## src/rtl/vmode_sequencer.sv

```systemverilog
// rtl/vmode_sequencer.sv - mode/reset sequencer for the test-pattern timing generator
// Applies mode changes at VBlank, holds the generator in reset, waits for frames to lock.
module vmode_sequencer #(
   parameter int RST_CYCLES     = 16,
   parameter int SETTLE_FRAMES  = 2,
   parameter int PATTERN_FRAMES = 60,
   parameter int NUM_PATTERNS   = 4,
   parameter int TIMEOUT        = 2000000,
   parameter bit PAL_DEFAULT    = 1'b0,
   parameter bit SD_DEFAULT     = 1'b0
) (
   input  logic       clk,
   input  logic       reset,
   input  logic       req_valid,
   input  logic       req_pal,
   input  logic       req_scandouble,
   output logic       req_ready,
   input  logic       auto_cycle,
   input  logic       vsync_in,
   input  logic       vblank_in,
   output logic       gen_reset,
   output logic       pal,
   output logic       scandouble,
   output logic [1:0] pattern_sel,
   output logic       locked,
   output logic       err_timeout
);

   localparam logic [1:0] S_LOCKED = 2'd0;
   localparam logic [1:0] S_PEND   = 2'd1;
   localparam logic [1:0] S_RESET  = 2'd2;
   localparam logic [1:0] S_SETTLE = 2'd3;

   // One counter serves the PEND timeout, the reset hold and the settle frame count.
   localparam int CMAX_A = (TIMEOUT > RST_CYCLES) ? TIMEOUT : RST_CYCLES;
   localparam int CMAX   = (CMAX_A > SETTLE_FRAMES) ? CMAX_A : SETTLE_FRAMES;
   localparam int CW     = $clog2(CMAX + 1);
   localparam int FW     = $clog2(PATTERN_FRAMES + 1);

   logic [1:0]    state;
   logic [CW-1:0] cnt;
   logic [FW-1:0] frame_cnt;
   logic          vsync_q;
   logic          vblank_q;
   logic          pend_pal;
   logic          pend_sd;
   logic          vs_rise;
   logic          vb_rise;
   logic          mode_differs;

   assign vs_rise      = vsync_in & ~vsync_q;
   assign vb_rise      = vblank_in & ~vblank_q;
   assign req_ready    = (state == S_LOCKED);
   assign locked       = (state == S_LOCKED);
   assign mode_differs = (req_pal != pal) || (req_scandouble != scandouble);

   always_ff @(posedge clk) begin
      if (reset) begin
         state       <= S_RESET;
         cnt         <= '0;
         frame_cnt   <= '0;
         gen_reset   <= 1'b1;
         pal         <= PAL_DEFAULT;
         scandouble  <= SD_DEFAULT;
         pend_pal    <= PAL_DEFAULT;
         pend_sd     <= SD_DEFAULT;
         pattern_sel <= 2'd0;
         err_timeout <= 1'b0;
         vsync_q     <= 1'b0;
         vblank_q    <= 1'b0;
      end else begin
         vsync_q  <= vsync_in;
         vblank_q <= vblank_in;
         case (state)
            S_LOCKED: begin
               if (req_valid && mode_differs) begin
                  pend_pal <= req_pal;
                  pend_sd  <= req_scandouble;
                  state    <= S_PEND;
                  cnt      <= '0;
               end
               // The pattern step still happens on the cycle a transfer leaves LOCKED.
               if (auto_cycle && vs_rise) begin
                  if (frame_cnt == FW'(PATTERN_FRAMES - 1)) begin
                     frame_cnt   <= '0;
                     pattern_sel <= (pattern_sel == 2'(NUM_PATTERNS - 1)) ? 2'd0
                                                                        : pattern_sel + 2'd1;
                  end else begin
                     frame_cnt <= frame_cnt + 1'b1;
                  end
               end
            end
            S_PEND: begin
               frame_cnt <= '0;
               if (vb_rise || (cnt == CW'(TIMEOUT - 1))) begin
                  if (!vb_rise) begin
                     err_timeout <= 1'b1;
                  end
                  state      <= S_RESET;
                  cnt        <= '0;
                  gen_reset  <= 1'b1;
                  pal        <= pend_pal;
                  scandouble <= pend_sd;
               end else begin
                  cnt <= cnt + 1'b1;
               end
            end
            S_RESET: begin
               frame_cnt <= '0;
               if (cnt == CW'(RST_CYCLES - 1)) begin
                  gen_reset <= 1'b0;
                  state     <= S_SETTLE;
                  cnt       <= '0;
               end else begin
                  cnt <= cnt + 1'b1;
               end
            end
            S_SETTLE: begin
               frame_cnt <= '0;
               if (vs_rise) begin
                  if (cnt == CW'(SETTLE_FRAMES - 1)) begin
                     state <= S_LOCKED;
                     cnt   <= '0;
                  end else begin
                     cnt <= cnt + 1'b1;
                  end
               end
            end
            default: begin
               state <= S_RESET;
               cnt   <= '0;
            end
         endcase
      end
   end

endmodule

```

## config.mk

```make
export PLATFORM = sky130hd
export DESIGN_NAME = vmode_sequencer
export DESIGN_NICKNAME = d
export VERILOG_FILES = /design/src/rtl/vmode_sequencer.sv
export SDC_FILE = /design/constraint.sdc
export NUM_CORES = 1
export LEC_CHECK = 0
export BUFFER_PORTS_ARGS = -buffer_cell sky130_fd_sc_hd__buf_2
export CAP_MARGIN = 10
export CORE_MARGIN = 2
export CORE_UTILIZATION = 36
export CTS_CLUSTER_DIAMETER = 200
export DETAILED_ROUTE_END_ITERATION = 10
export PLACE_DENSITY = 0.6
export SYNTH_ARGS = -nofsm -noshare
export SYNTH_HDL_FRONTEND = slang
export SYNTH_SLANG_ARGS = --single-unit
```

## constraint.sdc

```tcl
create_clock -name clk -period 2.31 [get_ports clk]
set_input_delay 0.231 -clock clk [delete_from_list [all_inputs] [get_ports clk]]
set_output_delay 0.231 -clock clk [all_outputs]
set_load 0.005 [all_outputs]
```

; After elaboration in Yosys (flattened, before gate mapping)
; Index checks and enable logic that the tools add are counted.
[totals]
reg_bits = 39
latchBits = 0
mem_bits_rw = 0
mem_bits_ro = 0
in_bits = 8
out_inout_bits = 8
wordCells = 69
memories = 0
[classes]
add_sub_neg = 3
n_mul = 0
div = 0
magnitude_cmp = 0
n_eq_ne = 16
shifts = 0
n_mux = 19
bitwise = 5
n_reduce_logical = 14
[ops]
columns = cell, n
row1 = 21-bit two-way mux, 5
row2 = 21-bit case mux with 4 select lines, 1
row3 = 21-bit by 1-bit adder with 21-bit output (second input constant), 1
row4 = 21-bit by 1-bit == test with 1-bit output (second input constant), 1
row5 = 21-bit == test (second input constant), 1
row6 = 21-bit by 4-bit == test with 1-bit output (second input constant), 1
row7 = 2-bit two-way mux, 6
row8 = 6-bit two-way mux, 2
row9 = 6-bit case mux with 2 select lines, 1
row10 = 3-bit AND reduction, 3
row11 = 2-bit != test (second input constant), 4
row12 = 2-bit case mux with 4 select lines, 1
row13 = 6-bit by 1-bit adder with 6-bit output (second input constant), 1
row14 = 2-bit == test (second input constant), 3
row15 = 6-bit == test (second input constant), 1
row16 = 2-bit AND reduction, 3
row17 = 5-bit AND reduction, 1
row18 = 2-bit by 1-bit != test with 1-bit output (second input constant), 2
row19 = 1-bit NOT, 3
row20 = 3-bit OR reduction, 1
row21 = 2-bit by 1-bit adder with 2-bit output (second input constant), 1
row22 = 1-bit AND, 2
row23 = 2-bit by 1-bit == test with 1-bit output (second input constant), 1
row24 = 1-bit logical AND, 2
row25 = 6 further kinds, 9

; Longest topological paths before layout
; Gate-level depths: netlist of the first run.
[depth]
ltp_word = 5
ltp_mapped = 9
ltp_nobuf = 7

; Worst setup path before layout of the first run
; OpenSTA, ideal clock, no wires.
[synth_timing]
kind = reg-to-reg
startpoint = register cnt[0]
endpoint = register cnt[10]
setup_ns = 0.115
arrival_ns = 1.921
required_time_ns = 2.195
path_slack_ns = 0.274
path_stages_with_launch = 9
n_path_buf = 1
synth_period_minus_slack_ns = 2.036
path_cell_list = dfxtp_1 ha_1 nand3_1 nor3_1 a21oi_2 nor4_4 a211o_4 buf_6 nor2_1
[synth_via]
elab_chain_cells = 4
elab_cells_between_ends = 10
classes_between = add/sub: 1 / eq/ne: 3 / mux: 5 / reduce/logical: 1
[synth_rtl]
columns = element, line
row1 = from (decl), 41  ; logic [CW-1:0] cnt;
row2 = from (signal assigned), 105  ; cnt <= cnt + 1'b1;
row3 = from (signal assigned), 115  ; cnt <= cnt + 1'b1;
row4 = from (signal assigned), 125  ; cnt <= cnt + 1'b1;
row5 = "21-bit by 1-bit adder with 21-bit output, or another cell as far along", "105, 115, 125"
row6 = 21-bit two-way mux or 1-bit logical OR (tied branches), "121, 95"
row7 = 21-bit two-way mux (on tied branches), "120, 95"
row8 = 21-bit case mux with 4 select lines (*), 74  ; case (state)
; Mark *: on every way between the ends. The rest lies on a longest branch, timed or not. The select of a mux whose other input is x is not followed.
; A chain may end at the register's enable or synchronous reset.

; Final worst setup path of the first run
[layout_timing]
startpoint = register cnt[8]
endpoint = register cnt[15]
; The elaborated chain is that of the path after synthesis.

==> flow_summary.json, run 1 <==
{
  "outcome": "finished clean",
  "worst_slack_ns": 0.181,
  "drive_gt1_share_pct": 14.5,
  "wl_per_cell_microns": 12.8,
  "fin_crit_ns": 2.13,
  "start_util_pct": 37.1,
  "boundaryPins": 16,
  "period_share_pct": 92.2,
  "antenna_found_initial": 0,
  "htreeDepth": 2,
  "grt_max_degree": 24,
  "cts_setup_buffers": 0,
  "drt_iter0_markers": 68,
  "synth-seq-cells": 39,
  "tightest_slew_ns": 0.597,
  "crit_type": "reg -> reg",
  "power_density_mw_per_mm2": 775,
  "synth_area_sq_mm": 0.00204,
  "synthArstFlopShare_pct": 0,
  "fin_nets": 277,
  "core-area_sq_mm": 0.00551,
  "grt_pass1_wl_microns": 7420,
  "synth_top_area_share_pct": 38.2,
  "cts_max_path_buffers": 2,
  "drt_wl_total_microns": 4270,
  "synthTopCellsByArea": "dfxtp_1 38%, nor2_1 6.4%, ha_1 4.9%",
  "track_usage_pct": 14.8,
  "instances_no_fill": 334,
  "yosysUniqueCellTypes": 50,
  "timing.setup.tns_ns": 0,
  "dp_cells": 326,
  "dpl.hpwl_microns": 3090,
  "clk_latency_ns": 0.29,
  "antenna_cells": 0,
  "synth.net_count": 255,
  "hold_class": "in -> reg",
  "utilization_pct": 42.7,
  "num_rows": 27,
  "viasPerCell": 5.14,
  "finalSetupViolCount": 0,
  "crit_fanout": 7,
  "ctsHoldBuffers": 0,
  "slew_violations": 0,
  "first_pass_iters": 4,
  "clock-sinks": 39,
  "synthFlopType": "dfxtp_1",
  "required_ns": 2.49,
  "leakagePower_nw": 0.937,
  "peakVddDrop_mv": 0.390,
  "chipWidth_microns": 79.3,
  "placed_area_sq_mm": 0.00222,
  "ant_nets": 0,
  "area_growth_syn_to_layout_pct": 15.1,
  "maxSlewHeadroom_pct": 60.1,
  "cts_resized": 0,
  "clk_pin_slew_ns": 0.08,
  "gp_congestion": 0.799,
  "numCtsBuffers": 5,
  "cts_root_buffer": "clkbuf_8",
  "maxCapViolations": 0,
  "overflow": 0,
  "grt_pass1_vias": 1635,
  "final_area_sq_mm": 0.00235,
  "place_ws_ns": 0.216,
  "synth_warnings": 0,
  "place.port_buffers": 15,
  "max_freq_mhz": 470,
  "end_kind": "register",
  "rsz0062_at_grt": "false",
  "tritoncts": "built",
  "drc": 0,
  "p_total_mw": 1.82,
  "cp-start-kind": "register",
  "synth_edf_count": 0,
  "syn_area_per_cell_sq_um": 8.55,
  "yosys.area.top_type": "dfxtp_1",
  "die-height_microns": 79.3,
  "clock_skew_ns": 0.0123,
  "die_area_sq_mm": 0.00629,
  "hold_viol_final": 0,
  "crit_arrival_ns": 2.31,
  "fin_hold_ws_ns": 0.154,
  "synth_cells": 239,
  "num_vias": 1716,
  "synth-seq-area-share_pct": 38.2
}
## final cells by class
cell class	instances	area, sq um
inverter	9	33.8
clock buffer	6	72.6
sequential	39	781
timing repair buffer	21	120
multi-input combinational	185	1190
fill	569	3160
clock inverter	2	60.1
tap	72	90.1
## worst max-delay path, cell delays in order, from the launching register on
cell and delay (ns):
dfxtp_1 0.37, nor4_4 0.34, nand3_1 0.14, o31a_1 0.38, o31ai_4 0.45, o22ai_1 0.15, a21o_1 0.19
## worst paths after layout
path                            slack (ns)          end  depth (start not counted)         from
worst min register to register        0.48  err_timeout                          2  err_timeout
worst min-delay path                  0.15      vsync_q                          2     vsync_in
worst max-delay path                  0.18      cnt[15]                          6       cnt[8]
worst max register to register        0.18      cnt[15]                          6       cnt[8]
## metal layers
layer / up-vias / global-route usage [%] / routed length [microns]
li1: 894 / - / -
met1: 799 / 19.5 / 2270
met2: 19 / 23.6 / 1810
met3: 4 / 3.86 / 145
met4: 0 / 4.66 / 32
met5: - / 0 / 0
## Yosys cell counts (2+ instances only)
library cell and n:
a21oi_1 6, nand3_1 9, or3_1 2, o21ai_0 7, nor4_4 2, clkbuf_1 3
nand4_1 7, dfxtp_1 39, a22oi_1 2, nand2_1 25, nor2_1 35, a31oi_1 2
xor2_1 9, nor4_1 6, nor3_1 9, nor2b_1 6, and3_1 5, a311oi_1 2
xnor2_1 10, inv_1 9, a21o_1 3, a211oi_1 2, ha_1 8, mux2i_1 5
## cell usage in the layout, fill, tap and decap left out, types with 6 or more instances in the layout
cell type  netlist  routed
nor4_1           6       6
a21oi_1          6       6
xor2_1           9       9
ha_1             8       8
nor2b_1          6       6
dfxtp_1         39      39
inv_1            9       9
nand3_1          9       9
buf_2            0      15
nor2_1          35      35
nor3_1           9       9
o21ai_0          7       7
buf_4            1       6
xnor2_1         10      10
nand4_1          7       7
nand2_1         25      25
## sequential cells by signal, summed over array words and instances (netlist names)
signal	count
cnt	21
pend_pal	1
pal	1
pend_sd	1
pattern_sel	2
vsync_q	1
state	2
vblank_q	1
err_timeout	1
scandouble	1
frame_cnt	6
gen_reset	1
## report_power, final
| group | internal, mW | switching [mW] | total (mW) |
|---|---|---|---|
| logic | 0.151 | 0.249 | 0.399 |
| clock network | 0.432 | 0.246 | 0.678 |
| registers | 0.711 | 0.0334 | 0.744 |
## cell families (layout without fill, tap and decap cells)
group | after synthesis | after routing | share of synthesized area (%)
compound gates | 36 | 36 | 13.2
xor+xnor | 19 | 19 | 8.14
fa+ha+maj | 8 | 8 | 4.90
buf+inv | 15 | 38 | 3.37
flops | 39 | 39 | 38.2
mux | 5 | 5 | 2.45
simple gates | 117 | 117 | 29.8
No activity file was read; power rests on OpenSTA's default activity.
==> inputs of run 2 (changes only) <==
--- a/config.mk
+++ b/config.mk
@@ -11,7 +11,9 @@
 export CORE_UTILIZATION = 36
 export CTS_CLUSTER_DIAMETER = 200
 export DETAILED_ROUTE_END_ITERATION = 10
+export GPL_TIMING_DRIVEN = 0
 export PLACE_DENSITY = 0.6
+export REMOVE_ABC_BUFFERS = 1
 export SYNTH_ARGS = -nofsm -noshare
 export SYNTH_HDL_FRONTEND = slang
 export SYNTH_SLANG_ARGS = --single-unit
==> flow_summary.json, run 2 (synthesis results as in run 1) <==
{
  "final_common_cell": "dfxtp_1",
  "tightest_slew_ns": 0.540,
  "largest_register_ffs": 21,
  "fin_nets": 271,
  "placed_area_sq_mm": 0.00217,
  "cts_root_buffer": "clkbuf_8",
  "power_density_mw_per_mm2": 698,
  "crit_arrival_ns": 2.32,
  "cts_max_path_buffers": 2,
  "crit_type": "reg -> reg",
  "gp_congestion": 0.843,
  "hold_class": "in -> reg",
  "drc": 0,
  "finalSetupViolCount": 0,
  "leakagePower_nw": 0.911,
  "clk_latency_ns": 0.29,
  "place.port_buffers": 15,
  "core-area_sq_mm": 0.00551,
  "tritoncts": "built",
  "grt_max_degree": 24,
  "period_share_pct": 92.4,
  "r2r_slack_ns": 0.18,
  "required_ns": 2.50,
  "seqCellArea_sq_um": 781,
  "viasPerCell": 5.09,
  "track_usage_pct": 14.1,
  "peakVddDrop_mv": 0.233,
  "end_kind": "register",
  "fin_crit_ns": 2.13,
  "crit_start": "cnt[8]",
  "numCtsBuffers": 5,
  "drt_wl_total_microns": 4070,
  "antenna_cells": 0,
  "area_growth_syn_to_layout_pct": 11.6,
  "die_area_sq_mm": 0.00629,
  "timing.setup.tns_ns": 0,
  "reg_top3": "cnt x21, frame_cnt x6",
  "wl_per_cell_microns": 12.4,
  "overflow": 0,
  "ant_nets": 0,
  "chipWidth_microns": 79.3,
  "grt_pass1_wl_microns": 6910,
  "first_pass_iters": 4,
  "hold_viol_final": 0,
  "dpl.hpwl_microns": 2930,
  "top_register": "cnt",
  "clock_skew_ns": 0.00773,
  "die-height_microns": 79.3,
  "maxSlewHeadroom_pct": 63.7,
  "num_rows": 27,
  "worst_slack_ns": 0.177,
  "max_freq_mhz": 469,
  "rsz0062_at_grt": "false",
  "cp-start-kind": "register",
  "hp-start": "vsync_in",
  "antenna_found_initial": 0,
  "ctsHoldBuffers": 0,
  "layout_common_cells": "39 x dfxtp_1, 35 x nor2_1, 25 x nand2_1, 15 x buf_2, 10 x xnor2_1",
  "maxCapViolations": 0,
  "worstReg2RegStart": "cnt[8]",
  "fill_cells": 547,
  "clk_pin_slew_ns": 0.08,
  "drive_gt1_share_pct": 13.7,
  "crit_fanout": 7,
  "multi_input_area_sq_mm": 0.00121,
  "boundaryPins": 16,
  "clock-sinks": 39,
  "start_util_pct": 37.1,
  "grt_pass1_vias": 1476,
  "outcome": "finished clean",
  "place_ws_ns": -0.145,
  "final_area_sq_mm": 0.00228,
  "num_vias": 1664,
  "cts_setup_buffers": 0,
  "htreeDepth": 2,
  "fin_hold_ws_ns": 0.163,
  "slew_violations": 0,
  "drt_iter0_markers": 48
}
==> run 2: cell types whose count changed in the layout (fill, tap and decap cells not counted), sizes merged <==
cell / change
bufinv: -2
clkinv: +1
buf: -6
==> run 2: critical path: stages (launching register included) <==
cell	delay (ns)
dfxtp_1	0.36
nor4_4	0.34
nand3_1	0.15
o31a_2	0.43
o31ai_4	0.40
o22ai_1	0.15
a21o_1	0.19
==> run 2: area by class of cell <==
cell class / instances / share of cell area [%]
Inverter: 9 / 1.48
Clock inverter: 1 / 0.219
Timing Repair Buffer: 15 / 3.29
Clock buffer: 6 / 3.62
Multi-Input combinational cell: 185 / 53.2
Tap cell: 72 / 3.95
Sequential cell: 39 / 34.2
==> run 2: what timing repair did <==
item / CTS / global route
endpoints found under the setup margin: 17 / 24
pin swaps: 0 / 1
resized for setup: 1 / 3
==> run 2: metal layers <==
metal  GRT usage [%]  wire [microns]
met1            18.2            2060
met2            21.9            1850
met3            4.20             108
met4            6.21              50
met5               0               0
==> run 2: stage by stage <==
stage / utilization, % / instances / power (mW)
final: 41.4 / 327 / 1.59
after global placement: 39.5 / 320 / 1.14
after detailed placement: 39.5 / 320 / 1.15
after CTS: 41.1 / 327 / 1.61
after floorplan: - / 233 / 1.04
after global routing: 41.4 / 327 / 1.70
==> run 2: report_power, final <==
part | total (mW) | switching, mW | internal, mW
sequential | 0.756 | 0.0450 | 0.711
combinational | 0.373 | 0.234 | 0.139
clock | 0.462 | 0.228 | 0.234
==> run 2: worst paths after layout <==
| path | to | cells past startpoint |
|---|---|---|
| max | cnt[15] | 6 |
| min | vsync_q | 2 |
| max reg2reg | cnt[15] | 6 |
| min reg2reg | err_timeout | 2 |
==> inputs of run 3 (changes only) <==
--- a/config.mk
+++ b/config.mk
@@ -7,7 +7,6 @@
 export LEC_CHECK = 0
 export BUFFER_PORTS_ARGS = -buffer_cell sky130_fd_sc_hd__buf_2
 export CAP_MARGIN = 10
-export CORE_MARGIN = 2
 export CORE_UTILIZATION = 36
 export CTS_CLUSTER_DIAMETER = 200
 export DETAILED_ROUTE_END_ITERATION = 10
==> constraint.sdc (replaced) <==
create_clock -name clk -period 2.31 [get_ports clk]
set_input_delay 0.231 -clock clk [delete_from_list [all_inputs] [get_ports clk]]
set_output_delay 0.231 -clock clk [all_outputs]
set_load 0.05 [all_outputs]
==> flow_summary.json, run 3 (synthesis results as in run 1) <==
{
  "clk_pin_slew_ns": 0.08,
  "chipWidth_microns": 77.3,
  "track_usage_pct": 14.4,
  "crit_fanout": 7,
  "peakVddDrop_mv": 0.460,
  "instances_no_fill": 328,
  "first_pass_iters": 4,
  "largest_register_ffs": 21,
  "outcome": "finished clean",
  "grt_max_degree": 24,
  "grt_pass1_wl_microns": 6900,
  "period_share_pct": 93.2,
  "numCtsBuffers": 5,
  "hold_class": "in -> reg",
  "rsz0062_at_grt": "false",
  "fin_crit_ns": 2.15,
  "start_util_pct": 37.3,
  "num_vias": 1677,
  "reg2reg_depth": 6,
  "drt_wl_total_microns": 4070,
  "ctsHoldBuffers": 0,
  "leakagePower_nw": 0.914,
  "fill_cells": 595,
  "drive_gt1_share_pct": 14.1,
  "top_register": "cnt",
  "gp_congestion": 0.761,
  "area_growth_syn_to_layout_pct": 12.4,
  "hold-path-endpoint": "vsync_q",
  "overflow": 0,
  "cp-start-kind": "register",
  "required_ns": 2.49,
  "fin_nets": 271,
  "die-height_microns": 77.3,
  "tritoncts": "built",
  "viasPerCell": 5.11,
  "clk_latency_ns": 0.29,
  "hold_depth": 2,
  "dpl.hpwl_microns": 2850,
  "grt_pass1_vias": 1485,
  "timing.setup.tns_ns": 0,
  "reg_top3": "cnt x21, frame_cnt x6",
  "clock-sinks": 39,
  "antenna_found_initial": 0,
  "final_area_sq_mm": 0.00230,
  "num_rows": 27,
  "tightest_slew_ns": 0.501,
  "hold_viol_final": 0,
  "core-area_sq_mm": 0.00547,
  "finalSetupViolCount": 0,
  "seqCellArea_sq_um": 781,
  "r2r-end": "cnt[15]",
  "clock_skew_ns": 0.00657,
  "final_common_cell": "dfxtp_1",
  "hp-start": "vsync_in",
  "place.port_buffers": 15,
  "worstReg2RegStart": "cnt[8]",
  "crit_type": "reg -> reg",
  "r2r_slack_ns": 0.16,
  "antenna_cells": 0,
  "crit_arrival_ns": 2.34,
  "utilization_pct": 42.0,
  "wl_per_cell_microns": 12.4,
  "end_kind": "register",
  "drc": 0,
  "placed_area_sq_mm": 0.00217,
  "power_density_mw_per_mm2": 733,
  "slew_violations": 0,
  "dp_cells": 320,
  "maxSlewHeadroom_pct": 66.3,
  "cts_root_buffer": "clkbuf_8",
  "layout_common_cells": "39 x dfxtp_1, 35 x nor2_1, 25 x nand2_1, 15 x buf_2, 10 x xnor2_1",
  "ant_nets": 0,
  "die_area_sq_mm": 0.00598,
  "maxCapViolations": 0,
  "cts_max_path_buffers": 2,
  "worst_slack_ns": 0.157,
  "boundaryPins": 16,
  "multi_input_area_sq_mm": 0.00121,
  "htreeDepth": 2,
  "drt_iter0_markers": 66,
  "max_freq_mhz": 464,
  "place_ws_ns": -0.106,
  "p_total_mw": 1.68,
  "fin_hold_ws_ns": 0.179
}
run 3: cell types whose count changed in the layout (fill, tap and decap cells not counted), sizes merged:
cell	before	now
clkbuf	6	7
clkinv	1	0
clkinvlp	0	1
run 3: cell type report:
type | count | area share (%)
multi-input cells | 185 | 52.8
flip-flops and latches | 39 | 34.0
clock buffers | 7 | 4.19
well taps | 72 | 3.92
repair buffers | 15 | 3.27
inverters | 9 | 1.47
clock inverters | 1 | 0.327
run 3: what timing repair did:
action / 4_1_cts / 5_1_grt
pin swaps: 0 / 1
endpoints found under the setup margin: 16 / 15
gates resized for setup: 1 / 3
setup buffers: 0 / 0
run 3: how the worst max path moves through the flow:
stage                         from      end  depth (start not counted)
after floorplan           state[0]   cnt[0]                          7
after global placement      cnt[0]  cnt[15]                          7
after detailed placement    cnt[0]  cnt[15]                          7
after CTS                   cnt[0]  cnt[15]                          7
after global routing        cnt[0]   cnt[0]                          7
final                       cnt[8]  cnt[15]                          6
run 3: worst max-delay path, cell delays in order, from the launching register on:
cell	delay (ns)
dfxtp_1	0.37
nor4_4	0.34
nand3_1	0.15
o31a_2	0.43
o31ai_4	0.41
o22ai_1	0.15
a21o_1	0.20
run 3: per-layer routing:
layer / vias up / global-route usage, % / part of all wire, %
met3: 4 / 3.29 / 3.6
li1: 871 / - / -
met5: - / 0 / 0
met1: 776 / 19.7 / 53
met2: 26 / 22.4 / 43
met4: 0 / 4.53 / 0.93
run 3: power breakdown:
group | internal [mW] | switching (mW)
registers | 0.711 | 0.0427
clock network | 0.272 | 0.236
logic | 0.142 | 0.282
total | 1.12 | 0.560
